$ cat src/rtl/uart_tx_fifo.sv
// Purpose : byte FIFO feeding an 8N1 UART transmitter (8E1 when UART_TX_PARITY_EN is defined).
// Latency : a byte written into an empty FIFO while idle drives the start bit 2 edges after the write edge.
// Backpr. : none upstream; a write into a full FIFO with no pop that cycle is dropped and flagged on overflow.
//
// Parameters:
//   CLKS_PER_BIT : clk cycles per UART bit (>= 2)
//   FIFO_DEPTH   : FIFO capacity in bytes (power of two, >= 2)
// Ports:
//   clk      : single clock, rising edge
//   reset    : synchronous active-high reset
//   wr_en    : byte-valid strobe from the upstream stage
//   wr_data  : byte to transmit, sampled when wr_en=1
//   full     : FIFO holds FIFO_DEPTH bytes
//   empty    : FIFO holds 0 bytes
//   overflow : one-cycle pulse the cycle after a write was dropped
//   tx_busy  : transmitter is not idle
//   tx       : registered serial line, idle high
// Macro:
//   UART_TX_PARITY_EN : when defined, an even-parity bit is sent between data bit 7 and the stop bit.

module uart_tx_fifo #(
  parameter int CLKS_PER_BIT = 87,
  parameter int FIFO_DEPTH   = 8
) (
  input  logic       clk,
  input  logic       reset,
  input  logic       wr_en,
  input  logic [7:0] wr_data,
  output logic       full,
  output logic       empty,
  output logic       overflow,
  output logic       tx_busy,
  output logic       tx
);

  localparam int AW = (FIFO_DEPTH > 2) ? $clog2(FIFO_DEPTH) : 1;
  localparam int BW = (CLKS_PER_BIT > 2) ? $clog2(CLKS_PER_BIT) : 1;
  localparam logic [BW-1:0] BAUD_LAST  = BW'(CLKS_PER_BIT - 1);
  localparam logic [AW:0]   COUNT_FULL = (AW+1)'(FIFO_DEPTH);

  typedef enum logic [2:0] {
    S_IDLE   = 3'd0,
    S_START  = 3'd1,
    S_DATA   = 3'd2,
`ifdef UART_TX_PARITY_EN
    S_PARITY = 3'd3,
`endif
    S_STOP   = 3'd4
  } state_t;

  // FIFO storage
  logic [7:0]    r_mem [FIFO_DEPTH];
  logic [AW-1:0] r_wptr;
  logic [AW-1:0] r_rptr;
  logic [AW:0]   r_count;
  logic          r_overflow;

  // Transmitter state
  state_t        r_state;
  logic [BW-1:0] r_baud;
  logic [2:0]    r_bit_idx;
  logic [7:0]    r_shift;
  logic          r_tx;

  state_t        w_state_nxt;
  logic [BW-1:0] w_baud_nxt;
  logic [2:0]    w_bit_nxt;
  logic [7:0]    w_shift_nxt;
  logic          w_tx_nxt;
  logic          w_pop;
  logic          w_push;
  logic          w_bit_end;
  logic [7:0]    w_head;

  assign full      = (r_count == COUNT_FULL);
  assign empty     = (r_count == '0);
  assign overflow  = r_overflow;
  assign tx_busy   = (r_state != S_IDLE);
  assign tx        = r_tx;
  assign w_head    = r_mem[r_rptr];
  assign w_bit_end = (r_baud == BAUD_LAST);

  // A full FIFO can still take a byte when the transmitter pops in the same
  // cycle; the head is read before the write lands, so order is preserved.
  assign w_push = wr_en & ~reset & (~full | w_pop);

  // ---------------------------------------------------------------------
  // FIFO
  // ---------------------------------------------------------------------
  always_ff @(posedge clk) begin
    if (w_push) begin
      r_mem[r_wptr] <= wr_data;
    end
  end

  always_ff @(posedge clk) begin
    if (reset) begin
      r_wptr     <= '0;
      r_rptr     <= '0;
      r_count    <= '0;
      r_overflow <= 1'b0;
    end else begin
      r_overflow <= wr_en & full & ~w_pop;
      if (w_push) begin
        r_wptr <= r_wptr + AW'(1);
      end
      if (w_pop) begin
        r_rptr <= r_rptr + AW'(1);
      end
      case ({w_push, w_pop})
        2'b10:   r_count <= r_count + (AW+1)'(1);
        2'b01:   r_count <= r_count - (AW+1)'(1);
        default: r_count <= r_count;
      endcase
    end
  end

  // ---------------------------------------------------------------------
  // Transmitter FSM: state register
  // ---------------------------------------------------------------------
  always_ff @(posedge clk) begin
    if (reset) begin
      r_state   <= S_IDLE;
      r_baud    <= '0;
      r_bit_idx <= '0;
      r_shift   <= '0;
      r_tx      <= 1'b1;
    end else begin
      r_state   <= w_state_nxt;
      r_baud    <= w_baud_nxt;
      r_bit_idx <= w_bit_nxt;
      r_shift   <= w_shift_nxt;
      r_tx      <= w_tx_nxt;
    end
  end

  // ---------------------------------------------------------------------
  // Transmitter FSM: next state and outputs
  // r_shift keeps the whole byte for the frame; bits are picked by index so
  // the parity bit can be formed from it at the end of the data phase.
  // ---------------------------------------------------------------------
  always_comb begin
    w_state_nxt = r_state;
    w_baud_nxt  = r_baud;
    w_bit_nxt   = r_bit_idx;
    w_shift_nxt = r_shift;
    w_tx_nxt    = r_tx;
    w_pop       = 1'b0;

    case (r_state)
      S_IDLE: begin
        w_tx_nxt = 1'b1;
        if (!empty) begin
          w_pop       = 1'b1;
          w_shift_nxt = w_head;
          w_bit_nxt   = '0;
          w_baud_nxt  = '0;
          w_tx_nxt    = 1'b0;
          w_state_nxt = S_START;
        end
      end

      S_START: begin
        if (w_bit_end) begin
          w_baud_nxt  = '0;
          w_bit_nxt   = '0;
          w_tx_nxt    = r_shift[0];
          w_state_nxt = S_DATA;
        end else begin
          w_baud_nxt = r_baud + BW'(1);
        end
      end

      S_DATA: begin
        if (w_bit_end) begin
          w_baud_nxt = '0;
          if (r_bit_idx == 3'd7) begin
`ifdef UART_TX_PARITY_EN
            w_tx_nxt    = ^r_shift;
            w_state_nxt = S_PARITY;
`else
            w_tx_nxt    = 1'b1;
            w_state_nxt = S_STOP;
`endif
          end else begin
            w_bit_nxt = r_bit_idx + 3'd1;
            w_tx_nxt  = r_shift[r_bit_idx + 3'd1];
          end
        end else begin
          w_baud_nxt = r_baud + BW'(1);
        end
      end

`ifdef UART_TX_PARITY_EN
      S_PARITY: begin
        if (w_bit_end) begin
          w_baud_nxt  = '0;
          w_tx_nxt    = 1'b1;
          w_state_nxt = S_STOP;
        end else begin
          w_baud_nxt = r_baud + BW'(1);
        end
      end
`endif

      S_STOP: begin
        if (w_bit_end) begin
          w_baud_nxt = '0;
          if (!empty) begin
            // Chain straight into the next frame with no idle gap.
            w_pop       = 1'b1;
            w_shift_nxt = w_head;
            w_bit_nxt   = '0;
            w_tx_nxt    = 1'b0;
            w_state_nxt = S_START;
          end else begin
            w_tx_nxt    = 1'b1;
            w_state_nxt = S_IDLE;
          end
        end else begin
          w_baud_nxt = r_baud + BW'(1);
        end
      end

      default: begin
        w_tx_nxt    = 1'b1;
        w_baud_nxt  = '0;
        w_state_nxt = S_IDLE;
      end
    endcase
  end

endmodule

$ cat config.mk
export PLATFORM = sky130hd
export DESIGN_NAME = uart_tx_fifo
export DESIGN_NICKNAME = d
export VERILOG_FILES = /design/src/rtl/uart_tx_fifo.sv
export SDC_FILE = /design/constraint.sdc
export NUM_CORES = 1
export LEC_CHECK = 0
export ABC_AREA = 1
export CAP_MARGIN = 10
export CORE_AREA = 2 2 94 96
export CTS_CLUSTER_DIAMETER = 50
export DETAILED_ROUTE_END_ITERATION = 12
export DIE_AREA = 0 0 96 98
export PLACE_DENSITY_LB_ADDON = 0.12
export SLEW_MARGIN = 20
export SYNTH_ARGS = -nofsm -noshare
export SYNTH_HDL_FRONTEND = slang
export SYNTH_SLANG_ARGS = --single-unit
$ cat constraint.sdc
create_clock -name clk -period 5.8 [get_ports clk]
set_input_delay 1.16 -clock clk [delete_from_list [all_inputs] [get_ports clk]]
set_output_delay 1.16 -clock clk [all_outputs]
set_load 0.01 [all_outputs]
==> impl_results.md, run 1 <==
- R2R cell count: 11
- Hold EP: r_shift[4]$_SDFFE_PP0P_
- Setup crit end kind: flip-flop
- Tmin final: 3.28 ns
- Port Buf Inserts: 15
- Highest Clock Rate: 305 MHz
- Inst Count DP: 553
- Syn-to-layout area delta: 10.5%
- Synth Cell Area: 4310 µm²
- Final clock skew: 0.0157 ns
- Ys async rst share: 0%
- Vias: 2,938
- Post-CTS Hold Fix Bufs: 0
- WL/cell: 15.0 µm
- Share of cells above drive strength 1: 6.94%
- Final Hold Violating Endpoints: 0
- Post-CTS Setup Bufs: 0
- Leak: 1.78 nW
- Least-Margin Pin Slew: 0.818 ns
- Gr ovfl total: 0
- Post-Route WL: 8.56 mm
- CP max FO: 16
- FF-to-FF Start: r_baud[0]$_SDFFE_PP0P_
- Synth Flop Type: edfxtp_1
- Post-DP HPWL: 5.93 mm
- CTS Root Cell: clkbuf_8
- Post-synth cell types: 32
- Yosys warning total: 0
- H-tree Lvls: 3
- Syn Area/Cell: 9.68 µm²
- Num rows: 34
- Synth Register Bits: 100
- Final TNS setup: 0 ns
- Reg-to-Reg End: r_mem[0][7]$_DFFE_PP_
- Design area: 4760 µm²
- Post-synthesis cell count: 445
- Cell taking the most area after synthesis: edfxtp_1
- First-pass GRT wire length: 14.0 mm
- Initial antenna violation count: 0
- Pre-CTS WS: 2.14 ns
- Peak supply drop: 0.000205 V
- Die span in y: 98 µm
- Total Routing Usage GR: 19.8%
- TritonCTS Sinks: 100
- RSZ-0062 raised after global routing: false
- Sequential element share of the synthesized area: 61.4%
- Setup ws final: 2.52 ns
- Fin. max-slew vios: 0
- Status: finished, final reports clean
- Final setup violation count: 0
- Pwr/cell area: 455 nW/µm²
- # IOs: 16
- Synth area leaders: edfxtp_1 (45%), dfxtp_1 (17%), nor2_1 (8.5%)
- DP Area: 4530 µm²
- Worst hold start: r_shift[4]$_SDFFE_PP0P_
- Reg2reg setup slack: 3.45 ns
- Routed Antenna Nets: 0
- CP arrival: 3.56 ns
- N_diodes: 0
- Post-Syn Nets: 465
- Number of global-route vias before repair: 2,809
- Fill count: 743
- Post-synth top cells: nor2_1 (97), edfxtp_1 (64), nand2_1 (63)
- GPL Wtd Cong: 0.822
- Worst path required time: 6.08 ns
- Die Footprint: 9410 µm²
- Post-cts gate resize count: 0
- Pre-antenna DRT Iters: 4
- Clock latency on the worst-skew pair: 0.37 ns
- Total power: 2.17 mW
- Worst hold path depth: 2
- Slew HR: 45.4%
- Synth top area share: 44.6%
- Crit Path Category: input pin to flip-flop
- Clock Tree Buf Depth: 2
- Initial detailed-routing violation count: 130
- Horiz. Die Dim: 96 µm
- Via density: 5.16
- TritonCTS clock tree: built
- Hold Path Class: flip-flop to flip-flop
- Clock transition at the registers of the reported paths: 0.11 ns
- CP startpoint kind: input pin
- Most numerous cell in the Yosys netlist: nor2_1
- Post-Layout Cell Count: 569
- Fin crit share: 56.6%
- Post-route DRC: 0
- CTS Buf Count: 9
- Pin count of the biggest net entering global routing: 34
- Core Footprint: 8470 µm²
- Max_cap viols: 0
- Layout Nets: 476
- Starting Density: 50.9%
- EDFF count, synth: 64
cell usage in the layout (no fill, tap or decap), types with 2 or more instances in the layout:
cell and count:
nor3_1 4, clkbuf_8 9, nand3_1 12, nor2_2 2, nand2_2 3, o21ai_0 43
inv_6 3, clkdlybuf4s50_1 15, inv_2 2, inv_8 2, nand4_1 3, nor2_1 97
o211ai_1 18, bufinv_16 2, nand2_4 4, a21oi_1 22, edfxtp_1 64, nand2_1 63
ha_1 8, inv_1 35, xor2_1 2, o21ai_1 2, dfxtp_1 36
layout make-up:
type | count | area [µm²] | area share [%]
repair buffers | 16 | 158 | 3.31
inverters | 37 | 139 | 2.92
clock buffers | 9 | 124 | 2.60
clock inverters | 7 | 109 | 2.29
well taps | 108 | 135 | 2.84
flip-flops and latches | 100 | 2640 | 55.5
multi-input cells | 292 | 1450 | 30.5
state kept, by name (all words and copies together), names as in the netlist, named ones only:
name / count
r_count: 4
r_state: 3
r_mem: 64
r_rptr: 3
r_baud: 7
overflow: 1
tx: 1
r_bit_idx: 3
r_wptr: 3
r_shift: 8
layer usage:
metal	GRT usage, %	routed length [µm]
met4	6.37	92
met2	30.4	4000
met5	0	0
met3	5.63	234
met1	27.3	4230
cell families after synthesis:
| group | after synthesis | share of synthesized area, % |
|---|---|---|
| AO/OA/AOI/OAI | 89 | 11.6 |
| XOR/XNOR | 2 | 0.407 |
| adder cells (fa/ha/maj) | 9 | 2.79 |
| buffers and inverters | 53 | 4.91 |
| flip-flops | 100 | 61.4 |
| AND/OR/NAND/NOR | 192 | 18.9 |
worst max-delay path by stage:
stage               start                 endpoint  slack, ns  depth (start not counted)
floorplan           reset  r_count[3]$_SDFFE_PP0P_       3.01                         12
global placement    reset  r_count[3]$_SDFFE_PP0P_       2.20                         14
detailed placement  reset  r_count[3]$_SDFFE_PP0P_       2.14                         14
CTS                 reset  r_count[3]$_SDFFE_PP0P_       2.54                         14
global route        reset  r_count[3]$_SDFFE_PP0P_       2.29                         14
finish              reset  r_count[3]$_SDFFE_PP0P_       2.52                         14
power by group:
| group | total, mW | internal, mW | leakage [nW] | switching, mW |
|---|---|---|---|---|
| clock network | 0.515 | 0.254 | 0.119 | 0.261 |
| registers | 0.909 | 0.841 | 0.873 | 0.0689 |
| logic | 0.740 | 0.250 | 0.789 | 0.490 |
| total | 2.17 | 1.34 | 1.78 | 0.821 |
critical path, stage by stage:
cell             delay [ns]
clkdlybuf4s50_1        0.73
nor2_1                 0.40
inv_1                  0.10
nand3_1                0.17
inv_1                  0.09
ha_1                   0.32
nand2_1                0.07
nand2_1                0.04
a31oi_1                0.17
inv_1                  0.06
nand2_1                0.08
nand3_1                0.07
nand2_1                0.07
nor2_1                 0.05
metrics by stage:
step	utilization (%)	hold slack, ns
finish	56.2	0.470
global route	56.2	0.497
CTS	56.2	0.469
detailed placement	53.5	0.452
global placement	53.5	0.444
floorplan	-	0.433
Power figures use the tool's default switching activity.
==> run 2, diff against run 1 <==
- clock period: 5.8 -> 2.7 ns (I/O delays scaled with it)
==> impl_results.md, run 2 (synthesis results as in run 1) <==
- Layout Nets: 488 (+2.5%)
- Leak: 1.81 nW (+1.9%)
- CP startpoint kind: flip-flop
- Final clock skew: 0.0104 ns (-0.00528 ns)
- Least-Margin Pin Slew: 0.853 ns (+0.0352 ns)
- Setup crit end kind: flip-flop
- Clock Tree Buf Depth: 2 (unchanged)
- Final setup violation count: 0 (unchanged)
- DP Area: 4620 µm² (+2.0%)
- Max reg flops: 64 (unchanged)
- Total Routing Usage GR: 18.4% (-1.4 points)
- Number of global-route vias before repair: 2,796 (-0.46%)
- Most frequent cells in the layout: nor2_1 (97), edfxtp_1 (64), nand2_1 (63), o21ai_0 (43), dfxtp_1 (36)
- Status: finished, final reports clean
- Max incr delay on CP: 0.40 ns (-0.33 ns)
- Switching Power: 1.72 mW (+110%)
- WL/cell: 13.7 µm (-9.0%)
- Via density: 5.08 (-1.6%)
- Pin count of the biggest net entering global routing: 33 (-2.9%)
- Post-Route WL: 7.95 mm (-7.1%)
- Share of cells above drive strength 1: 9.30% (+2.4 points)
- Clk network pwr share: 20.0% (-3.8 points)
- Final Hold Violating Endpoints: 0 (unchanged)
- Gr ovfl total: 0 (unchanged)
- Worst path required time: 2.96 ns (-3.12 ns)
- # IOs: 16 (unchanged)
- CP max FO: 4 (-12)
- Die span in y: 98 µm (unchanged)
- CP arrival: 2.50 ns (-1.06 ns)
- Initial detailed-routing violation count: 143 (+10%)
- Post-DP HPWL: 5.50 mm (-7.3%)
- Clock transition at the registers of the reported paths: 0.10 ns (about the same)
- Cell mode on critical path: nand2_1
- Post-CTS Setup Bufs: 0 (unchanged)
- First-pass GRT wire length: 13.2 mm (-5.4%)
- Post-CTS Hold Fix Bufs: 0 (unchanged)
- Initial antenna violation count: 0 (unchanged)
- Sequential power share: 43.9% (+1.9 points)
- Comb power frac: 36.2% (+2.0 points)
- Top flop regs: r_mem (64), r_shift (8), r_baud (7)
- Die Footprint: 9410 µm² (unchanged)
- TritonCTS clock tree: built
- Post-cts gate resize count: 0 (unchanged)
- Design area: 4800 µm² (+0.82%)
- Core Footprint: 8470 µm² (unchanged)
- Port Buf Inserts: 15 (unchanged)
- Starting Density: 50.9% (unchanged)
- Top delay family on crit path: simple AND/OR/NAND/NOR gates
- N_diodes: 0 (unchanged)
- CTS Root Cell: clkbuf_8
- Crit Path Category: flip-flop to flip-flop
- GPL Wtd Cong: 0.797 (-3.1%)
- RSZ-0062 raised after global routing: false
- Fin. max-slew vios: 0 (unchanged)
- Post-route DRC: 0 (unchanged)
- H-tree Lvls: 3 (unchanged)
- Highest Clock Rate: 446 MHz
- Fin crit share: 83.1%
- Max_cap viols: 0 (unchanged)
- Biggest register: r_mem
- Num rows: 34 (unchanged)
- Worst path slowest cell: dfxtp_1
- Routed Antenna Nets: 0 (unchanged)
- CTS Buf Count: 9 (unchanged)
- Tmin final: 2.24 ns
- Slew HR: 43.1% (-2.3 points)
- Internal: 2.70 mW (+100%)
- Horiz. Die Dim: 96 µm (unchanged)
- Buf+Inv Stages, Crit Path: 3 (-1)
- Critical path cell sequence: inv_1, ha_1, nand2_1, nor2_2, nand2_2, nand2_4, nand3_1, inv_1, ha_1, nand2_1, nand2_1, a31oi_1, inv_1, nand2_1, nand3_1, nand2_1, nor2_1
- Vias: 2,951 (+0.44%)
- Peak supply drop: 0.000357 V (+74%)
- Pwr/cell area: 922 nW/µm² (+100%)
- TritonCTS Sinks: 100 (unchanged)
- Pre-antenna DRT Iters: 4 (unchanged)
- Final TNS setup: 0 ns (unchanged)
- Clock latency on the worst-skew pair: 0.36 ns (about the same)
- Syn-to-layout area delta: 11.4%
- Switching part of the total power: 38.9% (+0.99 points)
- Hold Path Class: flip-flop to flip-flop
- Commonest non-fill, non-tap cell in the layout: nor2_1
run 2: cell count changes in the layout (fill, tap and decap cells not counted):
cell and change:
bufinv_16 -2, clkinvlp_4 +2, clkinv_2 +1, inv_8 -1
buf_4 +12
run 2: per-layer routing:
| metal | share of wire [%] | wire, µm | track usage [%] |
|---|---|---|---|
| met2 | 48 | 3820 | 28.5 |
| met5 | 0 | 0 | 0 |
| met1 | 47 | 3720 | 25.1 |
| met3 | 3.4 | 268 | 4.01 |
| met4 | 1.7 | 136 | 7.36 |
run 2: layout make-up:
class	instances	area [µm²]
clock buffer	9	124
inverter	37	139
multi-input combinational	292	1450
sequential	100	2640
timing repair buffer	28	248
tap	108	135
fill	735	3670
clock inverter	7	57.6
run 2: path summary, 6_finish.rpt:
kind | start | depth (start not counted) | slack (ns) | end
setup / recovery | r_baud[0]$_SDFFE_PP0P_ | 17 | 0.46 | r_count[3]$_SDFFE_PP0P_
setup reg to reg | r_baud[0]$_SDFFE_PP0P_ | 17 | 0.46 | r_count[3]$_SDFFE_PP0P_
hold / removal | r_rptr[2]$_SDFFE_PP0N_ | 2 | 0.47 | r_rptr[2]$_SDFFE_PP0N_
hold reg to reg | r_rptr[2]$_SDFFE_PP0N_ | 2 | 0.47 | r_rptr[2]$_SDFFE_PP0N_
run 2: through the flow:
step	util (%)	hold slack (ns)	power [mW]	setup slack [ns]	std cells
detailed placement	54.5	0.457	3.59	0.224	565
finish	56.7	0.467	4.43	0.457	581
global placement	54.5	0.451	3.56	0.272	565
floorplan	-	0.433	3.18	0.532	445
CTS	56.7	0.472	4.48	0.450	581
global route	56.7	0.497	4.82	0.238	581
run 2: worst reg2reg max path: cells and delay by family (launching register included):
family	cells	cell delay, ns
buffers and inverters	3	0.24
AND/OR/NAND/NOR	11	0.81
flip-flops	1	0.40
AO/OA/AOI/OAI	1	0.18
adder cells (fa/ha/maj)	2	0.52
run 2: power by group through the flow:
stage / Sequential [mW] / Combinational [mW] / Clock, mW
floorplan: 1.93 / 1.25 / 0
global placement: 1.97 / 1.59 / 0
detailed placement: 1.98 / 1.61 / 0
CTS: 1.94 / 1.62 / 0.913
global route: 1.96 / 1.87 / 0.984
finish: 1.94 / 1.60 / 0.884
